**src/rtl/gate_bist_sequencer.sv**
```systemverilog
// gate_bist_sequencer
// BIST sequencer for a 2-input AND gate. It sweeps every {a,b} vector and
// waits a programmable settle time. It then samples y against a & b and
// records the error count and the first failing vector.
module gate_bist_sequencer #(
    parameter int SETTLE_CYCLES = 2,
    parameter int PASSES        = 1,
    parameter int ERR_W         = 8
) (
    input  logic             clk,
    input  logic             rst,
    input  logic             start,
    output logic             a,
    output logic             b,
    input  logic             y,
    output logic             busy,
    output logic             done,
    output logic             pass,
    output logic [ERR_W-1:0] err_count,
    output logic             fail_valid,
    output logic [1:0]       fail_vec
);

    typedef enum logic [2:0] {
        S_IDLE,
        S_DRIVE,
        S_SETTLE,
        S_CHECK,
        S_DONE
    } state_t;

    // Terminal counts for the settle and pass counters (8 bits covers 0..255).
    localparam logic [7:0] SETTLE_LAST = (SETTLE_CYCLES > 0) ? 8'(SETTLE_CYCLES - 1) : 8'd0;
    localparam logic [7:0] PASS_LAST   = 8'(PASSES - 1);

    state_t           state_q, state_d;
    logic [1:0]       vec_q, vec_d;
    logic [7:0]       pass_q, pass_d;
    logic [7:0]       settle_q, settle_d;
    logic [ERR_W-1:0] err_q, err_d;
    logic             fv_q, fv_d;
    logic [1:0]       fvec_q, fvec_d;
    logic [1:0]       ab_q, ab_d;
    logic             mismatch;

    // Saturating increment: the error counter sticks at all-ones.
    function automatic logic [ERR_W-1:0] sat_inc(input logic [ERR_W-1:0] v);
        return (&v) ? v : v + ERR_W'(1);
    endfunction

    // Next-state logic: vector sequencing, settle timing, result capture.
    always_comb begin
        state_d  = state_q;
        vec_d    = vec_q;
        pass_d   = pass_q;
        settle_d = settle_q;
        err_d    = err_q;
        fv_d     = fv_q;
        fvec_d   = fvec_q;
        mismatch = (y != (vec_q[1] & vec_q[0]));
        case (state_q)
            S_IDLE, S_DONE: begin
                if (start) begin
                    state_d = S_DRIVE;
                    vec_d   = 2'd0;
                    pass_d  = 8'd0;
                    err_d   = '0;
                    fv_d    = 1'b0;
                    fvec_d  = 2'b00;
                end
            end
            S_DRIVE: begin
                settle_d = 8'd0;
                state_d  = (SETTLE_CYCLES > 0) ? S_SETTLE : S_CHECK;
            end
            S_SETTLE: begin
                if (settle_q == SETTLE_LAST) begin
                    state_d = S_CHECK;
                end else begin
                    settle_d = settle_q + 8'd1;
                end
            end
            S_CHECK: begin
                if (mismatch) begin
                    err_d = sat_inc(err_q);
                    if (!fv_q) begin
                        fv_d   = 1'b1;
                        fvec_d = vec_q;
                    end
                end
                if (vec_q != 2'd3) begin
                    vec_d   = vec_q + 2'd1;
                    state_d = S_DRIVE;
                end else if (pass_q != PASS_LAST) begin
                    vec_d   = 2'd0;
                    pass_d  = pass_q + 8'd1;
                    state_d = S_DRIVE;
                end else begin
                    state_d = S_DONE;
                end
            end
            default: state_d = S_IDLE;
        endcase
        // The gate inputs show the vector only while the sequencer is active.
        ab_d = (state_d == S_DRIVE || state_d == S_SETTLE || state_d == S_CHECK) ? vec_d : 2'b00;
    end

    // State and result registers with synchronous reset.
    always_ff @(posedge clk) begin
        if (rst) begin
            state_q  <= S_IDLE;
            vec_q    <= 2'd0;
            pass_q   <= 8'd0;
            settle_q <= 8'd0;
            err_q    <= '0;
            fv_q     <= 1'b0;
            fvec_q   <= 2'b00;
            ab_q     <= 2'b00;
        end else begin
            state_q  <= state_d;
            vec_q    <= vec_d;
            pass_q   <= pass_d;
            settle_q <= settle_d;
            err_q    <= err_d;
            fv_q     <= fv_d;
            fvec_q   <= fvec_d;
            ab_q     <= ab_d;
        end
    end

    assign a          = ab_q[1];
    assign b          = ab_q[0];
    assign busy       = (state_q == S_DRIVE) || (state_q == S_SETTLE) || (state_q == S_CHECK);
    assign done       = (state_q == S_DONE);
    assign pass       = done && (err_q == '0);
    assign err_count  = err_q;
    assign fail_valid = fv_q;
    assign fail_vec   = fvec_q;

endmodule

```
**config.mk**
```make
export PLATFORM = sky130hd
export DESIGN_NAME = gate_bist_sequencer
export DESIGN_NICKNAME = d
export VERILOG_FILES = /design/src/rtl/gate_bist_sequencer.sv
export SDC_FILE = /design/constraint.sdc
export NUM_CORES = 1
export LEC_CHECK = 0
export ABC_AREA = 1
export CAP_MARGIN = 20
export CORE_ASPECT_RATIO = 1.1
export CORE_MARGIN = 2
export CORE_UTILIZATION = 46
export CTS_CLUSTER_SIZE = 20
export DETAILED_ROUTE_END_ITERATION = 7
export PLACE_DENSITY = 0.68
export RECOVER_POWER = 25
export SETUP_SLACK_MARGIN = 0.15
export SLEW_MARGIN = 25
export SYNTH_ARGS = -nofsm -noshare
export SYNTH_HDL_FRONTEND = slang
export SYNTH_SLANG_ARGS = --single-unit
```
**constraint.sdc**
```tcl
create_clock -name clk -period 3.9 [get_ports clk]
set_input_delay 0.78 -clock clk [delete_from_list [all_inputs] [get_ports clk]]
set_output_delay 0.78 -clock clk [all_outputs]
set_load 0.01 [all_outputs]
```
==> summary.md <==
| Metric | Value |
|---|---|
| Register bit total from synthesis | `34` |
| Peak supply drop | `around 190 uV` |
| Period utilization | `69.1%` |
| Total wire length | `4.48 mm` |
| Outcome | `completed` |
| Final nets | `357` |
| Diode count | `0` |
| Initial antenna violation count | `0` |
| GRT Total Usage | `19.6%` |
| Setup bufs post-CTS | `0` |
| Post-CTS resize count | `0` |
| Crit path buf inv count | `1` |
| Layout area overhead | `16.3%` |
| GRT busiest layer | `met2` |
| Total power draw | `0.781 mW` |
| Multi-input gate area | `1120 um2` |
| PortBufs | `19` |
| Number of max-cap violations | `0` |
| Worst path cell trace | `nor4_1, nand4_1, nor3_1, clkdlybuf4s50_1` |
| Largest delay contributor family on the critical path | `simple AND/OR/NAND/NOR gates` |
| Vias per inst | `5.02` |
| Commonest non-fill, non-tap cell in the layout | `nand2_1` |
| Initial Util | `47.6%` |
| FF-to-FF Start | `state_q[2]$_SDFF_PP0_` |
| Setup TNS | `0 ns` |
| Clk_skew | `0.00529 ns` |
| Final Cell Area | `2360 um2` |
| CTS Sinks | `34` |
| Leak | `approximately 0.99 nW` |
| Number of hold buffers added after cts | `0` |
| Die area | `4950 um2` |
| Final core utilization | `55.4%` |
| DRT Pass-1 Iters | `4` |
| Hold Path Class | `reg -> reg` |
| Avg Cell Area, Syn | `6.23 um2` |
| Average wire per standard cell | `around 11 um` |
| Hold-critical path endpoint | `pass_q[0]$_SDFFE_PP0P_` |
| Commonest non-fill, non-tap cells in the layout | `nand2_1 (81), nor2_1 (54), inv_1 (48), nand3_1 (38), dfxtp_1 (34)` |
| Met3 usage | `approximately 3.7%` |
| Crit path required time | `3.12 ns` |
| Reg area | `681 um2` |
| Post-Syn Nets | `336` |
| GRT met2 Usage | `between 30% and 40%` |
| Routability cong. | `~0.86` |
| Fin. max-slew vios | `0` |
| RSZ-0062 raised after global routing | `no` |
| Hold violation count in the final report | `0` |
| Area after DPL | `~2300 um2` |
| Fillcell total | `about 450` |
| Worst Path Max Fanout | `7` |
| Grt total ovfl | `0` |
| Initial DRC Count | `93` |
| Synth Warn # | `0` |
| Synth cell types | `27` |
| Largest net degree at the start of global routing | `16` |
| Vias in the first global route | `1739` |
| Vias after detailed routing | `a little over 2000` |
| Cell Rows | `25` |
| Clk root buf | `clkbuf_8` |
| Tmin final | `about 2.7 ns` |
| Clk slew on worst S/H paths | `0.07 ns` |
| PD cells | `between 300 and 400 nW/um2` |
| GR Layer Usage met1 | `between 20% and 30%` |
| Slowest-stage cell, CP | `clkdlybuf4s50_1` |
| Critical Path Source Type | `register` |
| Pre-CTS WS | `1.55 ns` |
| Setup violations, final | `0` |
| Longest Clk Path Bufs | `2` |
| Switching Fraction | `26.2%` |
| Worst setup path class | `reg -> out` |
| Htree depth | `2` |
| CTS Buf Count | `5` |
| R2R cell count | `7` |
| Routed Antenna Nets | `0` |
| DRC | `0` |
| R2r setup slk | `1.77 ns` |
| Worst setup EP type | `output pin` |
| Global-route wire length before repair | `7.47 mm` |
| Mapped Area | `2030 um2` |
| Reg2Reg Capture Point | `pass_q[2]$_SDFFE_PP0P_` |
| Worst EP arrival | `1.92 ns` |
| Switching power | `about 0.2 mW` |
| Min-delay src | `pass_q[0]$_SDFFE_PP0P_` |
| Final HPWL DP | `~3.3 mm` |
| Hold Path Depth | `1` |
| Maximum clock rate | `0.371 GHz` |
| Internal power | `0.576 mW` |
| Final Worst Setup Slack | `1.20 ns` |
| Core ar. | `4250 um2` |
| Slowest stage delay, CP | `0.56 ns` |
| Layout cells sized above 1 | `around 3.7%` |
| CTS tree | `done` |
| Clock network power share | `41.0%` |
| Sequential share of power | `46.7%` |
| Comb pwr share | `between 10 and 15%` |
| IO Pins | `20` |
| Die Wd | `67.3 um` |
| Actual slew at the worst max-slew pin | `between 0.6 and 0.7 ns` |
| Max_slew headroom | `59.0%` |
| Sequential share of the synthesized area | `33.6%` |
| Cells after Synth | `around 330` |
| Clock Latency Late Sink | `about 0.28 ns` |
| Die Height | `73.6 um` |
cells by family (layout without fill, tap and decap cells):
logic type | Yosys count | after routing | share of synthesized area [%]
xor+xnor | 5 | 5 | 2.16
compound gates | 34 | 34 | 8.96
buf+inv | 55 | 77 | 10.7
simple gates | 190 | 190 | 40.3
flops | 34 | 34 | 33.6
fa+ha+maj | 7 | 7 | 4.32
worst register-to-register path: stages (launching register included):
cell,delay [ns]
dfxtp_1,0.35
inv_1,0.16
nand3_1,0.47
nor2_1,0.30
nand2_1,0.18
nand2_1,0.31
nand3_1,0.13
a21oi_1,0.17
power groups by stage:
stage	clock, mW	combinational, mW	sequential [mW]
finish	0.320	0.0965	0.364
CTS	0.325	0.0985	0.364
global placement	0	0.0977	0.373
global route	0.342	0.109	0.366
floorplan	0	0.0676	0.373
detailed placement	0	0.0982	0.372
routing by layer:
metal,wire (um),up-vias
li1,-,1065
met1,2110,916
met2,2190,30
met3,139,4
met4,46,0
met5,0,-
state kept, by name, summed over array words and instances (netlist names):
register	flops
fail_vec	2
state_q	3
pass_q	8
settle_q	8
fail_valid	1
err_count	8
vec_q	2
ab_q	2
worst max-delay path by stage:
stage                               from  endpoint  slack (ns)  depth (start not counted)
6_report       err_count[2]$_SDFFE_PP0P_      pass        1.20                          4
5_1_grt        err_count[2]$_SDFFE_PP0P_      pass        1.10                          4
4_1_cts        err_count[2]$_SDFFE_PP0P_      pass        1.22                          4
3_5_place_dp   err_count[2]$_SDFFE_PP0P_      pass        1.55                          4
3_3_place_gp   err_count[2]$_SDFFE_PP0P_      pass        1.52                          4
2_1_floorplan  err_count[2]$_SDFFE_PP0P_      pass        2.12                          3
through the flow:
stage,hold slack [ns],instances
after detailed placement,0.461,393
final,0.470,401
after global placement,0.457,393
after global routing,0.513,401
after CTS,0.472,401
after floorplan,0.431,325
cell usage after synthesis:
library cell,instances,share of area (%)
o21ai_2,1,0.43
inv_2,2,0.37
nand3b_1,1,0.37
nor3_1,5,1.2
a22oi_1,1,0.37
nand2_2,2,0.62
a21oi_1,24,5.9
nand3_1,37,9.1
buf_6,1,0.56
clkbuf_1,3,0.56
xnor2_1,1,0.43
o21ai_0,6,1.5
clkbuf_2,1,0.25
o21a_1,1,0.37
nand3_2,2,0.99
o21bai_1,1,0.37
dfxtp_1,34,34
nor4_1,1,0.31
xor2_1,4,1.7
nor2_1,54,10
inv_1,47,8.7
nor3b_1,1,0.37
ha_1,7,4.3
nand2_1,80,15
nand4_1,6,1.9
buf_2,1,0.25
nor2_4,1,0.56
area by class of cell:
type / instances / share of cell area (%)
multi-input combinational: 236 / 47.6
timing repair buffer: 20 / 8.23
sequential: 34 / 28.9
inverter: 49 / 7.81
tap: 54 / 2.87
clock inverter: 3 / 1.70
clock buffer: 5 / 2.92
Note: power is estimated with default switching activity, not from simulation.
